===== src/rtl/vid_timing_gen_pkg.sv =====
// vid_timing_gen_pkg: timing presets, pattern codes and colour-bar table shared by the video source
package vid_timing_gen_pkg;
    localparam int CNT_W = 11;
    localparam int VGA_H_ACTIVE = 640;
    localparam int VGA_H_FP     = 16;
    localparam int VGA_H_SYNC   = 96;
    localparam int VGA_H_BP     = 48;
    localparam int VGA_V_ACTIVE = 480;
    localparam int VGA_V_FP     = 10;
    localparam int VGA_V_SYNC   = 2;
    localparam int VGA_V_BP     = 33;
    localparam int HD_H_ACTIVE  = 1280;
    localparam int HD_H_FP      = 110;
    localparam int HD_H_SYNC    = 40;
    localparam int HD_H_BP      = 220;
    localparam int HD_V_ACTIVE  = 720;
    localparam int HD_V_FP      = 5;
    localparam int HD_V_SYNC    = 5;
    localparam int HD_V_BP      = 20;

    typedef enum logic [1:0] {
        PAT_BARS    = 2'd0,
        PAT_CHECKER = 2'd1,
        PAT_SOLID   = 2'd2,
        PAT_RAMP    = 2'd3
    } pat_e;

    typedef enum logic [1:0] {
        ST_IDLE  = 2'd0,
        ST_RUN   = 2'd1,
        ST_DRAIN = 2'd2
    } state_e;

    function automatic logic [23:0] bar_rgb(input logic [2:0] idx);
        case (idx)
            3'd0:    return 24'hFFFFFF;
            3'd1:    return 24'hFFFF00;
            3'd2:    return 24'h00FFFF;
            3'd3:    return 24'h00FF00;
            3'd4:    return 24'hFF00FF;
            3'd5:    return 24'hFF0000;
            3'd6:    return 24'h0000FF;
            default: return 24'h000000;
        endcase
    endfunction
endpackage


===== src/rtl/vid_timing_gen_pattern_gen.sv =====
// vid_pattern_gen: RGB test-pattern colour for the current raster position
module vid_pattern_gen
    import vid_timing_gen_pkg::*;
#(
    parameter int          H_ACTIVE    = VGA_H_ACTIVE,
    parameter logic [23:0] SOLID_COLOR = 24'hFF00FF
) (
    input  logic        clk,
    input  logic        rst,
    input  logic        step,
    input  logic        wrap,
    input  logic [7:0]  x,
    input  logic        y5,
    input  pat_e        pat,
    output logic [23:0] rgb
);
    localparam int BW = H_ACTIVE / 8;

    logic [2:0]       bar;
    logic [CNT_W-1:0] col;

    // Bar index tracks x without a divider; it parks on the black bar for any remainder columns
    always_ff @(posedge clk or posedge rst) begin
        if (rst) begin
            bar <= '0;
            col <= '0;
        end else if (!step || wrap) begin
            bar <= '0;
            col <= '0;
        end else if (col == CNT_W'(BW - 1) && bar != 3'd7) begin
            bar <= bar + 3'd1;
            col <= '0;
        end else begin
            col <= col + 1'b1;
        end
    end

    // Colour for the latched pattern at this pixel
    always_comb begin
        rgb = pat == PAT_BARS    ? bar_rgb(bar) :
              pat == PAT_CHECKER ? ((x[5] ^ y5) ? 24'hFFFFFF : 24'h000000) :
              pat == PAT_RAMP    ? {3{x}} : SOLID_COLOR;
    end
endmodule


===== src/rtl/vid_timing_gen.sv =====
// vid_timing_gen: raster timing (vs/hs/de) and RGB test-pattern source with frame-aligned start/stop
module vid_timing_gen
    import vid_timing_gen_pkg::*;
#(
    parameter int          H_ACTIVE    = VGA_H_ACTIVE,
    parameter int          H_FP        = VGA_H_FP,
    parameter int          H_SYNC      = VGA_H_SYNC,
    parameter int          H_BP        = VGA_H_BP,
    parameter int          V_ACTIVE    = VGA_V_ACTIVE,
    parameter int          V_FP        = VGA_V_FP,
    parameter int          V_SYNC      = VGA_V_SYNC,
    parameter int          V_BP        = VGA_V_BP,
    parameter logic        SYNC_POL    = 1'b0,
    parameter logic [23:0] SOLID_COLOR = 24'hFF00FF
) (
    input  logic              clk,
    input  logic              rst,
    input  logic              en,
    input  logic [1:0]        pattern_sel,
    output logic              vs_o,
    output logic              hs_o,
    output logic              de_o,
    output logic [23:0]       data_o,
    output logic [CNT_W-1:0]  x_o,
    output logic [CNT_W-1:0]  y_o,
    output logic              sof_o
);
    localparam int H_TOTAL = H_ACTIVE + H_FP + H_SYNC + H_BP;
    localparam int V_TOTAL = V_ACTIVE + V_FP + V_SYNC + V_BP;
    localparam logic [CNT_W-1:0] H_ACT  = CNT_W'(H_ACTIVE);
    localparam logic [CNT_W-1:0] V_ACT  = CNT_W'(V_ACTIVE);
    localparam logic [CNT_W-1:0] H_LAST = CNT_W'(H_TOTAL - 1);
    localparam logic [CNT_W-1:0] V_LAST = CNT_W'(V_TOTAL - 1);
    localparam logic [CNT_W-1:0] HS_BEG = CNT_W'(H_ACTIVE + H_FP);
    localparam logic [CNT_W-1:0] HS_END = CNT_W'(H_ACTIVE + H_FP + H_SYNC);
    localparam logic [CNT_W-1:0] VS_BEG = CNT_W'(V_ACTIVE + V_FP);
    localparam logic [CNT_W-1:0] VS_END = CNT_W'(V_ACTIVE + V_FP + V_SYNC);

    if (H_TOTAL > 2048 || V_TOTAL > 2048) begin : g_size_check
        $error("vid_timing_gen: H_TOTAL/V_TOTAL exceed the 11-bit counter range");
    end

    state_e           state, state_nxt;
    pat_e             pat;
    logic [CNT_W-1:0] h_cnt, v_cnt;
    logic [23:0]      rgb;
    logic             run, h_last, v_last, active;

    assign run    = state != ST_IDLE;
    assign h_last = h_cnt == H_LAST;
    assign v_last = v_cnt == V_LAST;
    assign active = h_cnt < H_ACT && v_cnt < V_ACT;

    // en is acted on only at line ends, and stopping only happens on the last line so frames stay whole
    always_comb begin
        state_nxt = state;
        if (state == ST_IDLE)
            state_nxt = en ? ST_RUN : ST_IDLE;
        else if (h_last)
            state_nxt = en ? ST_RUN : v_last ? ST_IDLE : ST_DRAIN;
    end

    // State register
    always_ff @(posedge clk or posedge rst) begin
        if (rst) state <= ST_IDLE;
        else     state <= state_nxt;
    end

    // Raster counters; parked at 0 while idle so a restart begins a fresh frame
    always_ff @(posedge clk or posedge rst) begin
        if (rst) begin
            h_cnt <= '0;
            v_cnt <= '0;
        end else if (run) begin
            h_cnt <= h_last ? '0 : h_cnt + 1'b1;
            if (h_last) v_cnt <= v_last ? '0 : v_cnt + 1'b1;
        end
    end

    // Pattern changes only between frames
    always_ff @(posedge clk or posedge rst) begin
        if (rst) pat <= PAT_BARS;
        else if ((!run && en) || (run && h_last && v_last)) pat <= pat_e'(pattern_sel);
    end

    vid_pattern_gen #(
        .H_ACTIVE    (H_ACTIVE),
        .SOLID_COLOR (SOLID_COLOR)
    ) u_pat (
        .clk  (clk),
        .rst  (rst),
        .step (run),
        .wrap (h_last),
        .x    (h_cnt[7:0]),
        .y5   (v_cnt[5]),
        .pat  (pat),
        .rgb  (rgb)
    );

    // All outputs registered together one clock behind the counters; idle holds reset values
    always_ff @(posedge clk or posedge rst) begin
        if (rst) begin
            hs_o   <= ~SYNC_POL;
            vs_o   <= ~SYNC_POL;
            de_o   <= 1'b0;
            data_o <= '0;
            x_o    <= '0;
            y_o    <= '0;
            sof_o  <= 1'b0;
        end else begin
            hs_o   <= run && h_cnt >= HS_BEG && h_cnt < HS_END ? SYNC_POL : ~SYNC_POL;
            vs_o   <= run && v_cnt >= VS_BEG && v_cnt < VS_END ? SYNC_POL : ~SYNC_POL;
            de_o   <= run && active;
            data_o <= run && active ? rgb : '0;
            x_o    <= run ? h_cnt : '0;
            y_o    <= run ? v_cnt : '0;
            sof_o  <= run && h_cnt == '0 && v_cnt == '0;
        end
    end
endmodule

===== config.mk =====
export PLATFORM = sky130hd
export DESIGN_NAME = vid_timing_gen
export DESIGN_NICKNAME = d
export VERILOG_FILES = /design/src/rtl/vid_timing_gen_pkg.sv /design/src/rtl/vid_timing_gen_pattern_gen.sv /design/src/rtl/vid_timing_gen.sv
export SDC_FILE = /design/constraint.sdc
export NUM_CORES = 1
export LEC_CHECK = 0
export CAP_MARGIN = 20
export CORE_UTILIZATION = 58
export DETAILED_ROUTE_END_ITERATION = 10
export GPL_ROUTABILITY_DRIVEN = 0
export HOLD_SLACK_MARGIN = 0.03
export PLACE_DENSITY = 0.92
export SLEW_MARGIN = 20
export SYNTH_ARGS = -nofsm -noshare
export SYNTH_HDL_FRONTEND = slang
export SYNTH_SLANG_ARGS = --single-unit

===== constraint.sdc =====
create_clock -name clk -period 4.83 [get_ports clk]
set_clock_uncertainty 0.05 [all_clocks]
set_input_delay 0.7245 -clock clk [delete_from_list [all_inputs] [get_ports clk]]
set_output_delay 0.7245 -clock clk [all_outputs]
set_load 0.1 [all_outputs]

==> metrics.md <==
| Metric | Value |
|---|---|
| DR DRC count | `11` |
| Hold Crit Class | `flip-flop to flip-flop` |
| GR Overflow Total | `0` |
| Syn_nets | `372` |
| Cell family with most CP delay | `buffers and inverters` |
| Critical Path Source Type | `flip-flop` |
| Sequential cell area | `2255 sq um` |
| Least-Margin Pin Slew | `0.9902 ns` |
| Gate Count Post-Synth | `356` |
| RSZ-0062 raised after global routing | `false` |
| Clk buf depth | `2` |
| CP Class | `flip-flop to output pin` |
| Standard-cell rows | `29` |
| Layout Utilization | `0.7271` |
| Final Hold Vio Count | `0` |
| Critical Path End Type | `output pin` |
| Worst EP required | `4.06 ns` |
| Seq/Total Area, Yosys | `0.5807` |
| Placed cell count | `470` |
| Antenna Violating Nets Remaining | `0` |
| Yosys reg bits | `90` |
| Post-layout nets | `420` |
| Io pins | `55` |
| Fmax | `360.1 MHz` |
| Drt total wl | `7.859 mm` |
| Initial cell density of the core | `0.6045` |
| Cts repair resizes | `0` |
| Port buffer count | `54` |
| Worst hold slack | `0.4581 ns` |
| Int Power | `1.058 mW` |
| Full die area | `7025 sq um` |
| Antenna violations before repair | `0` |
| Routed WL per cell | `16.20 microns` |
| Fraction of layout cells with a size suffix above 1 | `0.08088` |
| Iteration-0 DRC Markers | `296` |
| Worst-Skew Late Latency | `0.35 ns` |
| Clk sink count | `90` |
| # Post-CTS Setup Buffers | `0` |
| Sequential power share | `0.571` |
| Fill cells | `433` |
| Area Overhead vs Synth | `20.27%` |
| CTS tree | `built` |
| Commonest non-fill, non-tap cell in the layout | `dfrtp_1` |
| Number of synthesized flops with an enable pin | `0` |
| Multi-input gate area | `1488 sq um` |
| Clock share of power | `0.415` |
| Fin crit share | `0.5750` |
| Crit path max-delay cell type | `clkdlybuf4s50_1` |
| CTS root buf | `clkbuf_8` |
| Die X-Extent | `83.82 microns` |
| Post-Syn Area per Cell | `10.91 sq um` |
| Routed vias/inst | `5.769` |
| Async SR Flop Fraction | `1.000` |
| Yosys warning total | `0` |
| Hold-fix buffers at CTS | `0` |
| Max-slew violations | `0` |
| Combinational share of power | `0.014` |
| Commonest register cell after synthesis | `dfrtp_1` |
| Most frequent cells in the layout | `88 x dfrtp_1, 54 x clkdlybuf4s50_1, 32 x nor2_1, 25 x nand2_1, 17 x o21a_1` |
| Post-detail-place hpwl | `5.345 mm` |
| Crit path largest cell delay | `1.12 ns` |
| Core area | `6422 sq um` |
| Setup Total Neg Slack | `0 ns` |
| Die height | `83.82 microns` |
| Unique masters post-synth | `47` |
| Crit path cell chain | `clkdlybuf4s50_1` |
| Final instance area | `4669 sq um` |
| First-pass GRT wire length | `13.30 mm` |
| Max_cap viols | `0` |
| Worst Path Max Fanout | `1` |
| Switching Share | `0.1980` |
| Finish-stage setup viols | `0` |
| Post-route insts no fill | `485` |
| Detailed-route via count | `2798` |
| Status | `finished with violations` |
| Diode count | `0` |
| Worst vdd ir | `0.0002392 V` |
| Lkg Pwr | `1.971 nW` |
| Gr usage total | `0.2424` |
| Worst Path Arrival | `2.00 ns` |
| NetSw | `0.2611 mW` |
| Vias in the first global route | `2727` |
| Failing checks | `DRC` |
| Mapped Area | `3882 sq um` |
| Post-placement cell area | `4439 sq um` |
| Largest net degree at the start of global routing | `59` |
| Rel. slew slack | `0.3378` |
| PwrDens | `282.5 nW/um^2` |
| TritonCTS Buffers | `9` |
| Final min period | `2.777 ns` |
| H-tree depth | `3` |
| Drt pass-1 iters | `7` |
| Reg clk slew, reported paths | `0.08 ns` |
| Critical path buffer and inverter count | `1` |
-- cell usage after synthesis, types with 3 or more instances --
cell,n,area share
dfrtp_1,88,0.57
nor4_1,11,0.018
nand2_1,25,0.024
a21oi_1,13,0.017
mux2_2,3,0.0087
clkbuf_1,11,0.011
nor3_1,5,0.0064
o22ai_1,3,0.0048
and2_1,16,0.026
o21a_1,17,0.033
xor2_1,7,0.016
xnor2_1,13,0.029
nor2_1,32,0.031
nand3_1,16,0.021
o21ai_0,12,0.015
nand4_1,9,0.015
buf_2,5,0.0064
and4_1,3,0.0068
inv_1,15,0.015
ha_1,11,0.035
and3_1,6,0.0097
-- worst register-to-register path, stage by stage, from the launching register on --
cell      delay (ns)
dfrtp_1         0.56
ha_1            0.31
nand4b_1        0.23
or4_4           0.55
or3_1           0.38
mux2i_1         0.13
-- area by class of cell --
cell class | instances | share of cell area
clock buffers | 10 | 0.02947
clock inverters | 5 | 0.01688
inverters | 15 | 0.01259
multi-input cells | 232 | 0.3186
flip-flops and latches | 90 | 0.4829
well taps | 77 | 0.02063
repair buffers | 56 | 0.1190
-- layer usage --
| metal | part of all wire | vias to the layer above | wire length [microns] | global-route usage |
|---|---|---|---|---|
| met3 | 0.059 | 16 | 460 | 0.06528 |
| met2 | 0.50 | 104 | 3918 | 0.3897 |
| li1 | - | 1316 | - | - |
| met1 | 0.42 | 1362 | 3326 | 0.3247 |
| met5 | 0 | - | 0 | 0 |
| met4 | 0.020 | 0 | 154 | 0.07367 |
-- per-stage QoR --
| stage | power (mW) | setup slack, ns |
|---|---|---|
| 2_1_floorplan | 0.7788 | 1.724 |
| 3_3_place_gp | 0.7862 | 2.447 |
| 3_5_place_dp | 0.7872 | 2.431 |
| 4_1_cts | 1.328 | 2.041 |
| 5_1_grt | 1.361 | 2.017 |
| 6_report | 1.319 | 2.053 |
-- final timing paths --
path,startpoint,to,slack [ns],cells past startpoint
min in group asynchronous,rst,data_o[4],0.78,2
max in group asynchronous,rst,vs_o,3.04,3
hold / removal,u_pat.col[0],u_pat.col[0],0.46,1
hold reg to reg,u_pat.col[0],u_pat.col[0],0.46,1
setup reg to reg,h_cnt[0],v_cnt[6],2.57,5
setup / recovery,hs_o,hs_o,2.05,1
-- flip-flops by register name (all words and copies together), names as in the netlist --
register   count
u_pat.bar      3
de_o           1
state          2
u_pat.col     11
x_o           11
pat            2
hs_o           1
v_cnt         11
y_o           11
vs_o           1
sof_o          1
data_o        24
h_cnt         11
-- power by group through the flow --
stage	sequential, mW	combinational [mW]	clock (mW)
6_report	0.753	0.0182	0.548
5_1_grt	0.753	0.0215	0.587
4_1_cts	0.753	0.0193	0.556
3_5_place_dp	0.768	0.0193	0
2_1_floorplan	0.768	0.0110	0
3_3_place_gp	0.768	0.0184	0
-- cells by family (layout without fill, tap and decap cells) --
family | count (synthesis) | count (layout) | synth area share
and+or+nand+nor | 143 | 143 | 0.1976
DFF | 90 | 90 | 0.5807
AOI/OAI and AO/OA | 53 | 53 | 0.08798
buffers and inverters | 34 | 86 | 0.03932
xor gates and xnor gates | 20 | 20 | 0.04512
adders and majority gates | 11 | 11 | 0.03545
muxes | 5 | 5 | 0.01386
No activity file was read; power rests on OpenSTA's default activity.
